File: config.mk
export PLATFORM = sky130hd
export DESIGN_NAME = if_stage
export DESIGN_NICKNAME = d
export VERILOG_FILES = /design/src/rtl/if_stage_pkg.sv /design/src/rtl/fetch_queue.sv /design/src/rtl/if_stage.sv
export SDC_FILE = /design/constraint.sdc
export NUM_CORES = 1
export LEC_CHECK = 0
export ABC_AREA = 0
export CORE_ASPECT_RATIO = 1.2
export CORE_MARGIN = 4
export CORE_UTILIZATION = 50
export DETAILED_ROUTE_END_ITERATION = 7
export PLACE_DENSITY_LB_ADDON = 0.2
export SETUP_SLACK_MARGIN = 0.15
export SLEW_MARGIN = 20
export SYNTH_ARGS = -nofsm -noshare
export SYNTH_HDL_FRONTEND = slang
export SYNTH_SLANG_ARGS = --single-unit
File: constraint.sdc
create_clock -name clk -period 12.35 [get_ports clk]
set_input_delay 2.47 -clock clk [delete_from_list [all_inputs] [get_ports clk]]
set_output_delay 2.47 -clock clk [all_outputs]
set_load 0.01 [all_outputs]
File: src/rtl/if_stage_pkg.sv
// Shared types and constants for the instruction fetch stage.
package if_stage_pkg;

    typedef struct packed {
        logic [31:0] ir;
        logic [31:0] ia_plus_4;
    } id_params_t;

    localparam logic [31:0] IA_STEP = 32'd4;

    // Counter width that can hold the values 0..depth inclusive.
    function automatic int cnt_width(input int depth);
        return $clog2(depth) + 1;
    endfunction

endpackage

File: src/rtl/fetch_queue.sv
// IF/ID buffer: synchronous FIFO of id_params_t; flush empties it and wins over push.
module fetch_queue
    import if_stage_pkg::*;
#(
    parameter int DEPTH = 2,
    parameter int CNT_W = cnt_width(DEPTH)
) (
    input  logic             clk,
    input  logic             rst,
    input  logic             push,
    input  id_params_t       push_data,
    input  logic             pop,
    input  logic             flush,
    output logic             full,
    output logic             empty,
    output logic [CNT_W-1:0] count,
    output id_params_t       head
);

    localparam int PTR_W = $clog2(DEPTH);

    id_params_t       mem [DEPTH];
    logic [PTR_W-1:0] wr_ptr;
    logic [PTR_W-1:0] rd_ptr;
    logic [CNT_W-1:0] cnt;
    logic             do_push;
    logic             do_pop;

    assign empty   = (cnt == '0);
    assign full    = (cnt == CNT_W'(DEPTH));
    assign count   = cnt;
    assign do_pop  = pop && !empty;
    assign do_push = push && !flush && (!full || do_pop);
    assign head    = empty ? '0 : mem[rd_ptr];

    always_ff @(posedge clk) begin
        if (rst || flush) begin
            wr_ptr <= '0;
            rd_ptr <= '0;
            cnt    <= '0;
        end else begin
            if (do_push) begin
                mem[wr_ptr] <= push_data;
                wr_ptr      <= wr_ptr + 1'b1;
            end
            if (do_pop) begin
                rd_ptr <= rd_ptr + 1'b1;
            end
            cnt <= cnt + CNT_W'(do_push) - CNT_W'(do_pop);
        end
    end

endmodule

File: src/rtl/if_stage.sv
// Instruction fetch: owns IA, issues in-order fetches under a credit limit,
// buffers responses for decode and redirects on a consumed branch.
module if_stage
    import if_stage_pkg::*;
#(
    parameter logic [31:0] RESET_IA = 32'h0000_0000,
    parameter int          DEPTH    = 2
) (
    input  logic        clk,
    input  logic        rst,
    output logic        imem_req_valid,
    input  logic        imem_req_ready,
    output logic [31:0] imem_req_addr,
    input  logic        imem_rsp_valid,
    input  logic [31:0] imem_rsp_data,
    output logic        id_valid,
    input  logic        id_ready,
    output id_params_t  id_params,
    input  logic        branch_req,
    input  logic [31:0] branch_ia
);

    localparam int             CNT_W   = cnt_width(DEPTH);
    localparam logic [CNT_W:0] CREDITS = (CNT_W + 1)'(DEPTH);

    logic [31:0]      ia;
    logic [31:0]      rsp_ia;
    logic [31:0]      target;
    logic [CNT_W-1:0] in_flight;
    logic [CNT_W-1:0] in_flight_next;
    logic [CNT_W-1:0] drop_cnt;
    logic [CNT_W-1:0] q_count;
    logic [CNT_W:0]   credit_used;
    logic             q_empty;
    logic             q_full;
    logic             req_fire;
    logic             rsp_fire;
    logic             pop;
    logic             redirect;
    logic             push;
    id_params_t       push_data;
    logic             unused_bits;

    assign target      = {branch_ia[31:2], 2'b00};
    assign unused_bits = ^{branch_ia[1:0], q_full};

    assign id_valid = !q_empty;
    assign pop      = id_valid && id_ready;
    assign redirect = branch_req && pop;

    // A slot freed by this cycle's pop may be reissued at once; this keeps
    // one fetch per cycle with single-cycle memory while never overcommitting.
    assign credit_used    = {1'b0, in_flight} + {1'b0, q_count} - {{CNT_W{1'b0}}, pop};
    assign imem_req_valid = !rst && (credit_used < CREDITS);
    assign imem_req_addr  = ia;

    assign req_fire       = imem_req_valid && imem_req_ready;
    assign rsp_fire       = imem_rsp_valid;
    assign push           = rsp_fire && (drop_cnt == '0);
    assign push_data      = '{ir: imem_rsp_data, ia_plus_4: rsp_ia + IA_STEP};
    assign in_flight_next = in_flight + CNT_W'(req_fire) - CNT_W'(rsp_fire);

    always_ff @(posedge clk) begin
        if (rst) begin
            ia        <= RESET_IA;
            rsp_ia    <= RESET_IA;
            in_flight <= '0;
            drop_cnt  <= '0;
        end else begin
            in_flight <= in_flight_next;
            if (redirect) begin
                ia       <= target;
                rsp_ia   <= target;
                drop_cnt <= in_flight_next;
            end else begin
                if (req_fire) begin
                    ia <= ia + IA_STEP;
                end
                if (push) begin
                    rsp_ia <= rsp_ia + IA_STEP;
                end
                if (rsp_fire && (drop_cnt != '0)) begin
                    drop_cnt <= drop_cnt - 1'b1;
                end
            end
        end
    end

    fetch_queue #(
        .DEPTH (DEPTH),
        .CNT_W (CNT_W)
    ) u_fetch_queue (
        .clk       (clk),
        .rst       (rst),
        .push      (push),
        .push_data (push_data),
        .pop       (pop),
        .flush     (redirect),
        .full      (q_full),
        .empty     (q_empty),
        .count     (q_count),
        .head      (id_params)
    );

endmodule

== Word level (Yosys, flattened, before mapping) ==
Memories as Yosys holds them, arrays and structs flattened. A register that Yosys moved wholly into a read port is not among the register bits.
Index checks and enable logic that the tools add are counted.
Operators by class
  add/sub/neg operators: 11
  multipliers: 0
  div/mod/pow operators: 0
  order comparisons: 1
  equal/unequal tests: 1
  shift operators: 0
  mux-type cells: 12
  bitwise logic cells: 0
  reductions and logical operators: 22
Operators with widths (count)
  two-way mux 32 bit: 4
  adder 32 x 3 -> 32 bit (second input constant): 2
  two-way mux 64 bit: 1
  logical AND 1 bit: 9
  nonzero test 2 bit: 4
  two-way mux 1 bit: 5
  adder 2 x 1 -> 2 bit: 2
  zero test 1 bit: 4
  zero test 2 bit: 2
  two-way mux 2 bit: 2
  subtractor 2 x 1 -> 2 bit: 2
  adder 2 x 2 -> 3 bit: 1
  < comparator 3 x 2 -> 1 bit (second input constant): 1
  subtractor 3 x 1 -> 3 bit: 1
  adder 1 bit (second input constant): 2
  equality test 2 bit (second input constant): 1
  logical OR 1 bit: 2
  OR reduction 2 bit: 1
  subtractor 2 x 1 -> 2 bit (second input constant): 1
Storage, ports and cells
  flip-flop bits (word level): 72
  latch bits: 0
  bits in writable memories: 128
  memory bits (read-only): 0
  input port bits: 70
  output and inout port bits: 98
  word-level logic and storage cells: 57
  memories kept: 1
Memory list
  u_fetch_queue.mem: words 2, width 64, rd ports 1, clocked after memory_dff 1, write ports 1, line fetch_queue.sv:22  | id_params_t mem [DEPTH];

== Longest topological paths before layout ==
  depth after elaboration: 10
  mapped depth: 15
  gate-level depth less buffers: 14

== By module ==
From an unflattened synthesis, not the netlist that was laid out.
Second synthesis, totals
  cells, all modules: 844
  area, all modules: 9367.7 sq um
By module, submodules not included
  fetch_queue: instances 1, cells each 298, area an instance 5066.1 sq um, sequential area each 3943.8 sq um
  if_stage: instances 1, cells each 546, area an instance 4301.6 sq um, sequential area each 1281.2 sq um

== Worst setup path before layout ==
OpenSTA, ideal clock, no wires.
  kind: input port to flip-flop
  from: input rst
  to: memory u_fetch_queue.mem[1][10] (netlist name) (enable)
  setup time: 0.571 ns
  arrival: 7.370 ns
  required time: 11.779 ns
  slack: 4.409 ns
  cell stages on the path: 3
  path buffers: 2
  cells stage by stage: buf_6 > clkbuf_1 > nor3b_1
On the way
  word-level cells in the longest chain between the ends: 3
Ends and longest elaborated chain
  start: declaration: line if_stage.sv:10  | input logic rst,
  logical OR 1 bit: line fetch_queue.sv:37  | if (rst || flush) begin
  two-way mux 1 bit: line fetch_queue.sv:37
  two-way mux 1 bit (implied by the code): line fetch_queue.sv:43  | mem[wr_ptr] <= push_data;
  end: declaration: line fetch_queue.sv:22
Every way passes these cells.

== Worst setup path after layout ==
  from: input id_ready
  to: output imem_req_valid
On the way
  word-level cells in the longest chain between the ends: 4
Ends and longest elaborated chain
  start: declaration: line if_stage.sv:17  | input logic id_ready,
  logical AND 1 bit: line if_stage.sv:48  | assign pop = id_valid && id_ready;
  subtractor 3 x 1 -> 3 bit: line if_stage.sv:53  | assign credit_used = {1'b0, in_flight} + {1'b0, q_count} - {{CNT_W{1'b0}}, pop};
  < comparator 3 x 2 -> 1 bit: line if_stage.sv:54  | assign imem_req_valid = !rst && (credit_used < CREDITS);
  logical AND 1 bit: line if_stage.sv:54
  end: declaration: line if_stage.sv:11  | output logic imem_req_valid,
Every way passes these cells.

==> run summary <==
Outcome: finished clean
CP arrival: 5.09 ns
Synth top area share: 40.3%
Final global-route overflow total: 0
First-pass GRT wire length: 33100 um
GPL Wtd Cong: 0.855
Port bufs: 161
Number of synthesized flops with an enable pin: 124
Max stage delay cell, worst path: clkdlybuf4s50_1
Fraction of registers with async set/reset: 0%
Pleak: 0.00373 uW
CTS tree: yes
Drt total wl: 20500 um
DRT Pass-1 Iters: 5
CP dominant cell by count: clkdlybuf4s50_1
Worst Max-Slew Pin Slew: 1.06 ns
Top_reg_cell synth: edfxtp_1
Hpwl dp: 13900 um
Row Count: 54
Minimum clock period: 7.56 ns
Worst min-delay path class: reg -> reg
Initial core utilization: 50.8%
Area of the multi-input gates: 0.00380 mm2
Req. time, crit path: 9.88 ns
Synthesized area per cell: 11.1 um2
Largest net degree at the start of global routing: 86
Period Utilization, post-route: 61.2%
CTS Hold Bufs: 0
Synth Instances: 832
Crit-path cells: clkdlybuf4s50_1, and2_1, ha_1, nand2b_1, fa_1, xor2_2, nand2_1, nor2_1, clkdlybuf4s50_1
Total Routing Usage GR: 19.6%
Initial antenna violation count: 0
IO Count: 168
FILL cells: 1419
Max FO, Critical Path: 9
Wire per inst: 17.1 um
Peak VDD IR: 0.116 mV
Vias in the first global route: 6552
Worst-skew pair later-pin latency: 0.42 ns
Storage cell area: 0.00511 mm2
Die Width: 132 um
Area delta synth->final: 24.3%
Final setup viols: 0
Setup TNS: 0 ns
DRC viols: 0
RSZ-0062 raised after global routing: no
Final ANT Viol Nets: 0
Vias post-DR: 6837
# diodes: 0
FF+latch count, synth: 193
Most common cell after layout, fill and taps aside: clkdlybuf4s50_1
Most frequent cells in the layout: clkdlybuf4s50_1 (161), edfxtp_1 (124), nor2_1 (91)
P per Cell Area: 191 mW/mm2
Vias/cell: 5.69
Nets: 1044
Count of different cell masters after synthesis: 59
Ys Warns: 0
Number of gates resized after cts: 0
Register area share after synthesis: 55.3%
Root Buffer: clkbuf_16
Buffer depth of the longest clock path: 2
Die span in y: 157 um
Crit path kind: in -> out
Dpl cell area: 0.0109 mm2
Final Hold Fails: 0
Slowest cell delay on critical path: 0.55 ns
Max-Cap Viols: 0
Nature of the critical path startpoint: input pin
Share of layout cells above drive strength 1: 4.91%
Fin area: 0.0115 mm2
Worst Setup End Kind: primary output
Total CTS buffers: 17
Max Fclk: 132 MHz
Die outline area: 0.0207 mm2
Clk sink count: 193
Initial DRC count: 438
Mapped cell area: 0.00924 mm2
Clock-pin slew on the worst setup and hold paths: 0.07 ns
Final slew viol count: 0
Max-slew headroom: 29.1%
H-tree Lvls: 4
Synth area leader: edfxtp_1
Post-CTS setup buffers: 0
Core ar.: 0.0182 mm2
Clk_skew: 0.0109 ns
Synth area leaders: edfxtp_1 (40%), dfxtp_1 (15%), mux2i_1 (6.8%)
[routing by layer]
metal,up-vias,wire length (um),GRT usage [%]
met5,-,0,0
met4,0,625,8.40
met3,30,1290,4.05
met2,257,9400,31.1
met1,3184,9170,26.4
li1,3366,-,-
[cells by family after synthesis]
kind of cell	count (synthesis)	synth area share, %
and+or+nand+nor	310	17.8
DFF	193	55.3
AOI/OAI and AO/OA	124	9.54
buffers and inverters	77	3.90
muxes	63	6.83
xor gates and xnor gates	54	5.20
adders and majority gates	10	1.44
other	1	0.0406
[sequential cells by signal, indices dropped and copies added, names as in the netlist, named ones only]
register              flops
imem_req_addr            30
rsp_ia                   30
drop_cnt                  2
u_fetch_queue.count       2
u_fetch_queue.wr_ptr      1
u_fetch_queue.mem       124
in_flight                 2
u_fetch_queue.rd_ptr      1
[stage by stage]
| step | power, uW | hold WS [ns] | utilization, % | std cells | worst slack, ns |
|---|---|---|---|---|---|
| detailed placement | 1690 | 0.506 | 60.1 | 1169 | 4.81 |
| global route | 2320 | 0.539 | 63.2 | 1201 | 4.52 |
| CTS | 2210 | 0.519 | 63.2 | 1201 | 4.78 |
| finish | 2190 | 0.521 | 63.2 | 1201 | 4.79 |
| global placement | 1680 | 0.496 | 60.1 | 1169 | 4.80 |
| floorplan | 1340 | 0.476 | - | 835 | 4.41 |
[path summary, 6_finish.rpt]
path | from | endpoint | slack (ns) | cells past startpoint
hold reg to reg | rsp_ia[3] | rsp_ia[3] | 0.52 | 2
setup / recovery | id_ready | imem_req_valid | 4.79 | 9
setup reg to reg | u_fetch_queue.count[0] | drop_cnt[1] | 9.01 | 14
hold / removal | rsp_ia[3] | rsp_ia[3] | 0.52 | 2
[area by class of cell]
cell class	count	share of cell area, %
Clock buffer	23	4.11
Clock inverter	9	0.730
Inverter	18	0.588
Multi-Input combinational cell	565	33.1
Sequential cell	193	44.5
Tap cell	224	2.44
Timing Repair Buffer	169	14.6
[synth_stat cells, drive strengths merged, types with 19 or more instances]
library cell	n
a21oi	23
buf	21
clkbuf	38
dfxtp	69
edfxtp	124
mux2i	63
nand2	39
nand3	31
nand4	27
nor2	92
nor3	21
o21bai	23
xnor2	35
xor2	19
[critical path, delay by kind of cell]
kind | cells | cell delay, ns
xor gates and xnor gates | 1 | 0.33
and+or+nand+nor | 4 | 0.52
buffers and inverters | 2 | 1.10
adders and majority gates | 2 | 0.65
[power by group]
group | internal (uW) | switching [uW]
Sequential | 802 | 71.9
Clock | 291 | 227
Combinational | 380 | 416
Power figures use the tool's default switching activity.
